### config.mk
export PLATFORM = sky130hd
export DESIGN_NAME = counter_cmd_sched_flat
export DESIGN_NICKNAME = d
export VERILOG_FILES = /design/src/rtl/counter_cmd_sched_if.sv /design/src/rtl/counter_cmd_sched.sv /design/src/flat_wrapper.sv
export SDC_FILE = /design/constraint.sdc
export NUM_CORES = 1
export LEC_CHECK = 0
export CORE_MARGIN = 3
export CORE_UTILIZATION = 49
export DETAILED_ROUTE_END_ITERATION = 8
export HOLD_SLACK_MARGIN = 0.08
export PLACE_DENSITY_LB_ADDON = 0.05
export REMOVE_ABC_BUFFERS = 1
export SYNTH_ARGS = -nofsm -noshare
export SYNTH_HDL_FRONTEND = slang
export SYNTH_SLANG_ARGS = --single-unit
### constraint.sdc
create_clock -name ti_clk -period 5.3 [get_ports ti_clk]
set_input_delay 0.795 -clock ti_clk [delete_from_list [all_inputs] [get_ports ti_clk]]
set_output_delay 0.795 -clock ti_clk [all_outputs]
set_load 0.005 [all_outputs]
### src/rtl/counter_cmd_sched_if.sv
// rtl/counter_cmd_sched_if.sv - request/status bundle between host endpoints and counter_cmd_sched
interface counter_cmd_sched_if;
  logic       clr_req;
  logic       up_req;
  logic       down_req;
  logic       auto_en;
  logic       burst_req;
  logic [7:0] burst_len;
  logic [7:0] count;
  logic       wrap_up;
  logic       wrap_dn;
  logic       pend_ovf;
  logic       busy;
  logic       burst_busy;

  modport master (
    output clr_req, up_req, down_req, auto_en, burst_req, burst_len,
    input  count, wrap_up, wrap_dn, pend_ovf, busy, burst_busy
  );

  modport slave (
    input  clr_req, up_req, down_req, auto_en, burst_req, burst_len,
    output count, wrap_up, wrap_dn, pend_ovf, busy, burst_busy
  );
endinterface

### src/rtl/counter_cmd_sched.sv
// rtl/counter_cmd_sched.sv - 8-bit event counter command scheduler; burst engine gated by COUNTER_SCHED_BURST_EN
module counter_cmd_sched #(
  parameter int                   DIV_WIDTH  = 24,
  parameter logic [DIV_WIDTH-1:0] DIV_RELOAD = 24'h100000,
  parameter int                   PEND_WIDTH = 4
) (
  input logic                ti_clk,
  input logic                reset,
  counter_cmd_sched_if.slave bus
);

  localparam logic [PEND_WIDTH-1:0] PEND_MAX = '1;
  localparam logic [PEND_WIDTH-1:0] PEND_ONE = {{(PEND_WIDTH-1){1'b0}}, 1'b1};
  localparam logic [DIV_WIDTH-1:0]  DIV_ONE  = {{(DIV_WIDTH-1){1'b0}}, 1'b1};

  logic [PEND_WIDTH-1:0] pend_up;
  logic [PEND_WIDTH-1:0] pend_dn;
  logic [DIV_WIDTH-1:0]  div;
  logic                  auto_pend;
  logic [7:0]            cnt;
  logic                  wrap_up;
  logic                  wrap_dn;
  logic                  pend_ovf;
  logic                  burst_run;

  logic iss_dn, iss_up, iss_burst, iss_auto, iss_inc;
  logic acc_up, acc_dn, ovf_up, ovf_dn;

  // Fixed-priority pick among registered pending sources (clear is handled separately, it overrides all)
  always_comb begin
    iss_dn    = (pend_dn != '0);
    iss_up    = !iss_dn && (pend_up != '0);
    iss_burst = !iss_dn && !iss_up && burst_run;
    iss_auto  = !iss_dn && !iss_up && !burst_run && auto_pend;
    iss_inc   = iss_up || iss_burst || iss_auto;
    // A request at a full counter is still accepted if the same counter issues this cycle
    ovf_up    = bus.up_req   && (pend_up == PEND_MAX) && !iss_up;
    ovf_dn    = bus.down_req && (pend_dn == PEND_MAX) && !iss_dn;
    acc_up    = bus.up_req   && !ovf_up;
    acc_dn    = bus.down_req && !ovf_dn;
  end

  // Pending up/down counters and the sticky overflow flag
  always_ff @(posedge ti_clk) begin
    if (reset || bus.clr_req) begin
      pend_up  <= '0;
      pend_dn  <= '0;
      pend_ovf <= 1'b0;
    end else begin
      if (acc_up && !iss_up)      pend_up <= pend_up + PEND_ONE;
      else if (!acc_up && iss_up) pend_up <= pend_up - PEND_ONE;
      if (acc_dn && !iss_dn)      pend_dn <= pend_dn + PEND_ONE;
      else if (!acc_dn && iss_dn) pend_dn <= pend_dn - PEND_ONE;
      if (ovf_up || ovf_dn)       pend_ovf <= 1'b1;
    end
  end

  // Autocount divider; ticks coalesce into a single pending flag
  always_ff @(posedge ti_clk) begin
    if (reset || !bus.auto_en) begin
      div       <= DIV_RELOAD;
      auto_pend <= 1'b0;
    end else begin
      if (div == '0) div <= DIV_RELOAD;
      else           div <= div - DIV_ONE;
      if (bus.clr_req)    auto_pend <= 1'b0;
      else if (div == '0) auto_pend <= 1'b1;
      else if (iss_auto)  auto_pend <= 1'b0;
    end
  end

  // Counter update with wrap pulses registered alongside the new value
  always_ff @(posedge ti_clk) begin
    if (reset) begin
      cnt     <= 8'd0;
      wrap_up <= 1'b0;
      wrap_dn <= 1'b0;
    end else begin
      wrap_up <= 1'b0;
      wrap_dn <= 1'b0;
      if (bus.clr_req) begin
        cnt <= 8'd0;
      end else if (iss_dn) begin
        cnt     <= cnt - 8'd1;
        wrap_dn <= (cnt == 8'h00);
      end else if (iss_inc) begin
        cnt     <= cnt + 8'd1;
        wrap_up <= (cnt == 8'hFF);
      end
    end
  end

`ifdef COUNTER_SCHED_BURST_EN
  localparam logic [0:0] ST_IDLE = 1'b0;
  localparam logic [0:0] ST_RUN  = 1'b1;

  logic [0:0] state;
  logic [7:0] remaining;

  // Burst engine: load length on request, retire one increment per won slot
  always_ff @(posedge ti_clk) begin
    if (reset || bus.clr_req) begin
      state     <= ST_IDLE;
      remaining <= 8'd0;
    end else begin
      case (state)
        ST_IDLE: begin
          if (bus.burst_req && (bus.burst_len != 8'd0)) begin
            state     <= ST_RUN;
            remaining <= bus.burst_len;
          end
        end
        default: begin
          if (iss_burst) begin
            remaining <= remaining - 8'd1;
            if (remaining == 8'd1) state <= ST_IDLE;
          end
        end
      endcase
    end
  end

  assign burst_run = (state == ST_RUN);
`else
  logic unused_burst;
  assign unused_burst = ^{bus.burst_req, bus.burst_len};
  assign burst_run    = 1'b0;
`endif

  assign bus.count      = cnt;
  assign bus.wrap_up    = wrap_up;
  assign bus.wrap_dn    = wrap_dn;
  assign bus.pend_ovf   = pend_ovf;
  assign bus.burst_busy = burst_run;
  assign bus.busy       = (pend_up != '0) || (pend_dn != '0) || auto_pend || burst_run;

endmodule

### src/flat_wrapper.sv
// flat-port wrapper written by rule: the top's interface ports become plain ports
module counter_cmd_sched_flat 
#(
  parameter int                   DIV_WIDTH  = 24,
  parameter logic [DIV_WIDTH-1:0] DIV_RELOAD = 24'h100000,
  parameter int                   PEND_WIDTH = 4
)
  (ti_clk, reset, bus_clr_req, bus_up_req, bus_down_req, bus_auto_en, bus_burst_req, bus_burst_len, bus_count, bus_wrap_up, bus_wrap_dn, bus_pend_ovf, bus_busy, bus_burst_busy);
  counter_cmd_sched_if bus_i ();
  input logic ti_clk;
  input logic reset;
  input wire logic [$bits(bus_i.clr_req)-1:0] bus_clr_req;
  input wire logic [$bits(bus_i.up_req)-1:0] bus_up_req;
  input wire logic [$bits(bus_i.down_req)-1:0] bus_down_req;
  input wire logic [$bits(bus_i.auto_en)-1:0] bus_auto_en;
  input wire logic [$bits(bus_i.burst_req)-1:0] bus_burst_req;
  input wire logic [$bits(bus_i.burst_len)-1:0] bus_burst_len;
  output wire logic [$bits(bus_i.count)-1:0] bus_count;
  output wire logic [$bits(bus_i.wrap_up)-1:0] bus_wrap_up;
  output wire logic [$bits(bus_i.wrap_dn)-1:0] bus_wrap_dn;
  output wire logic [$bits(bus_i.pend_ovf)-1:0] bus_pend_ovf;
  output wire logic [$bits(bus_i.busy)-1:0] bus_busy;
  output wire logic [$bits(bus_i.burst_busy)-1:0] bus_burst_busy;
  assign bus_i.clr_req = bus_clr_req;
  assign bus_i.up_req = bus_up_req;
  assign bus_i.down_req = bus_down_req;
  assign bus_i.auto_en = bus_auto_en;
  assign bus_i.burst_req = bus_burst_req;
  assign bus_i.burst_len = bus_burst_len;
  assign bus_count = bus_i.count;
  assign bus_wrap_up = bus_i.wrap_up;
  assign bus_wrap_dn = bus_i.wrap_dn;
  assign bus_pend_ovf = bus_i.pend_ovf;
  assign bus_busy = bus_i.busy;
  assign bus_burst_busy = bus_i.burst_busy;
  counter_cmd_sched #(.DIV_WIDTH(DIV_WIDTH), .DIV_RELOAD(DIV_RELOAD), .PEND_WIDTH(PEND_WIDTH)) u_core (.ti_clk(ti_clk), .reset(reset), .bus(bus_i));
endmodule
==> impl_metrics.csv <==
group,metric,value,unit
status,outcome,"complete, no violations",
logic_synthesis,synth_edf_count,0,
floorplan,coreArea,4444,µm²
floorplan,dieArea,5520,µm²
worst_setup_path,crit_chain,"or4_1, nor3_2, inv_1, clkdlybuf4s50_1",
layout,drive_above_1_share,0.06618,
placed_design,place.gp.congestion,0.7800,
global_routing,grt_pass1_wl,6.824,mm
drt,dr.pass1.iters,4,
logic_synthesis,synth_cell_types,44,
pwr,pwr-share-clk,0.167,
drt,drc,0,
floorplan,ioPinCount,28,
floorplan,fp-row-count,24,
worst_setup_path,crit_slowest_cell,"or4_1",
pwr,ir_drop,0.0002727,V
floorplan,die_h,74.30,µm
pwr,combPwrFrac,0.518,
sta,fin_setup_tns,0,ns
pwr,switching_share,0.3977,
logic_synthesis,ys_seq_elements,44,
sta,timing_hold_violations_final,0,
worst_setup_path,worstSetupEndpointType,"primary output",
logic_synthesis,synthTopCellsByCount,"50 x nor2_1, 44 x dfxtp_1, 24 x xnor2_1",
worst_setup_path,max_stage_delay,0.72,ns
logic_synthesis,ys_seq_area_frac,0.3853,
sta,fin_skew,0.01009,ns
worst_setup_path,worst-path-max-fanout,10,
clocking,cts_sinks,44,
global_routing,grt_max_degree,25,
sta,fmax,280.9,MHz
floorplan,initial_core_util,0.5144,
floorplan,die_w,74.30,µm
worst_setup_path,arrival,2.77,ns
drt,via_per_inst,5.355,
clocking,clockBufferDepth,2,
worst_setup_path,criticalPathCategory,"flip-flop to primary output",
sta,setup_ws,1.740,ns
drt,antenna_left,0,
clocking,cts.htree.levels,2,
placed_design,dp_slack,2.064,ns
clocking,worstSkewPairLatency,0.29,ns
logic_synthesis,synth.most_common_cell,"nor2_1",
drt,drt-initial-drc-count,50,
drt,vias,1735,
layout,final_nets,302,
logic_synthesis,synth_async_sr_flop_share,0,
sta,slew_headroom,0.5429,
layout,antennaDiodeCount,0,
clocking,cts_tree,"done",
layout,final_area,2565,µm²
layout,synthToLayoutAreaGrowth,12.21,%
clocking,cts_buffers,5,
drt,wl_per_cell,12.44,µm
clocking,postCtsSetupRepairBufs,0,
worst_setup_path,start_kind,"flip-flop",
clocking,clock-root-buffer,"clkbuf_8",
logic_synthesis,synth_cells,257,
logic_synthesis,synth_ff_type,"dfxtp_1",
pwr,seq_power_share,0.315,
logic_synthesis,netlist_area,2286,µm²
sta,rsz0062_at_grt,"false",
sta,max_slew.worst_pin.slew,0.6819,ns
placed_design,place_area,2457,µm²
pwr,power_density,581.7,nW/µm²
worst_setup_path,cp.required,4.51,ns
flow_run,max_cap_viol_count,0,
global_routing,track_usage,0.1587,
sta,slew_viol_final,0,
clocking,clkTransAtPathRegs,0.09,ns
logic_synthesis,ys_warn_count,0,
placed_design,dp_hpwl,2.900,mm
pwr,p_sw,593.3,µW
logic_synthesis,avgSynthCellArea,8.895,µm²
global_routing,antenna_found_initial,0,
logic_synthesis,yosys.area.top_type,"dfxtp_1",
worst_hold_path,hold_class,"flip-flop to flip-flop",
logic_synthesis,synth_top_area_frac,0.3853,
pwr,leakagePower,0.001002,µW
drt,totalWireLength,4.030,mm
logic_synthesis,synth_area_leaders,"dfxtp_1 39%, xnor2_1 9.2%, nor2_1 8.2%",
global_routing,grt-ovfl-total,0,
placed_design,port_buffers,17,
global_routing,grt_pass1_vias,1543,
sta,finalCriticalPeriod,3.560,ns
clocking,cts_resized,0,
sta,setup_viol,0,
clocking,ctsHoldBuffers,0,
pwr,p_int,898.6,µW
pwr,finalPower,1492,µW
sta,period_share,0.6718,
## flip-flops by register name (all words and copies together) (netlist names)
register,cells
u_core.bus.count,8
u_core.pend_dn,4
u_core.bus.pend_ovf,1
u_core.bus.wrap_up,1
u_core.div,24
u_core.bus.wrap_dn,1
u_core.pend_up,4
u_core.auto_pend,1
## cell usage in the layout (no fill, tap or decap), types with 7 or more instances in the layout
master           Yosys  routed
a21oi_1             15      15
nor2_1              50      50
dfxtp_1             44      44
or4_1                9       9
clkdlybuf4s50_1      0      17
inv_1               10      10
ha_1                14      14
xnor2_1             24      24
nand2_1              8       8
nor3_1               9       9
xor2_1               7       7
## final cells by class
class                           instances  area (µm²)
Fill cell                             414        1879
Inverter                               10       37.54
Clock inverter                          2       35.03
Tap cell                               52       65.06
Multi-Input combinational cell        193        1304
Timing Repair Buffer                   17       170.2
Clock buffer                            6       72.57
Sequential cell                        44       880.8
## path summary, 6_finish.rpt
kind                            slack (ns)  cells after the start                 to              start
worst max-delay path                  1.74                      4           bus_busy  u_core.pend_dn[1]
worst min-delay path                  0.47                      1      u_core.div[0]      u_core.div[0]
worst max register to register        2.16                     12  u_core.pend_up[3]  u_core.pend_dn[1]
worst min register to register        0.47                      1      u_core.div[0]      u_core.div[0]
## worst max-delay path: cells and delay by family, from the launching register on
kind / cells / cell delay, ns
buf+inv: 2 / 0.77
flops: 1 / 0.35
simple gates: 2 / 1.35
## power groups by stage
stage          logic [µW]  registers (µW)  clock network, µW
2_1_floorplan         583             461                  0
3_3_place_gp          761             475                  0
3_5_place_dp          773             477                  0
4_1_cts               777             469                260
5_1_grt               867             482                272
6_report              772             470                250
## logic make-up after synthesis
group                      share of synthesized area
DFF                                           0.3853
adders and majority gates                    0.09414
muxes                                       0.004379
AOI/OAI and AO/OA                            0.09797
buffers and inverters                        0.04434
other                                       0.001640
and+or+nand+nor                               0.2534
xor gates and xnor gates                      0.1188
## through the flow
stage | hold slack [ns] | util | instances
after floorplan | 0.4208 | - | 247
after global placement | 0.4389 | 0.5529 | 316
after detailed placement | 0.4548 | 0.5529 | 316
after CTS | 0.4749 | 0.5771 | 324
after global routing | 0.4834 | 0.5771 | 324
final | 0.4690 | 0.5771 | 324
## layer usage
layer,track usage,part of all wire,up-vias
met4,0.05336,0.011,0
met3,0.04865,0.035,4
met2,0.2539,0.45,29
met5,0,0,-
met1,0.2045,0.51,785
li1,-,-,917
Power figures use the tool's default switching activity.
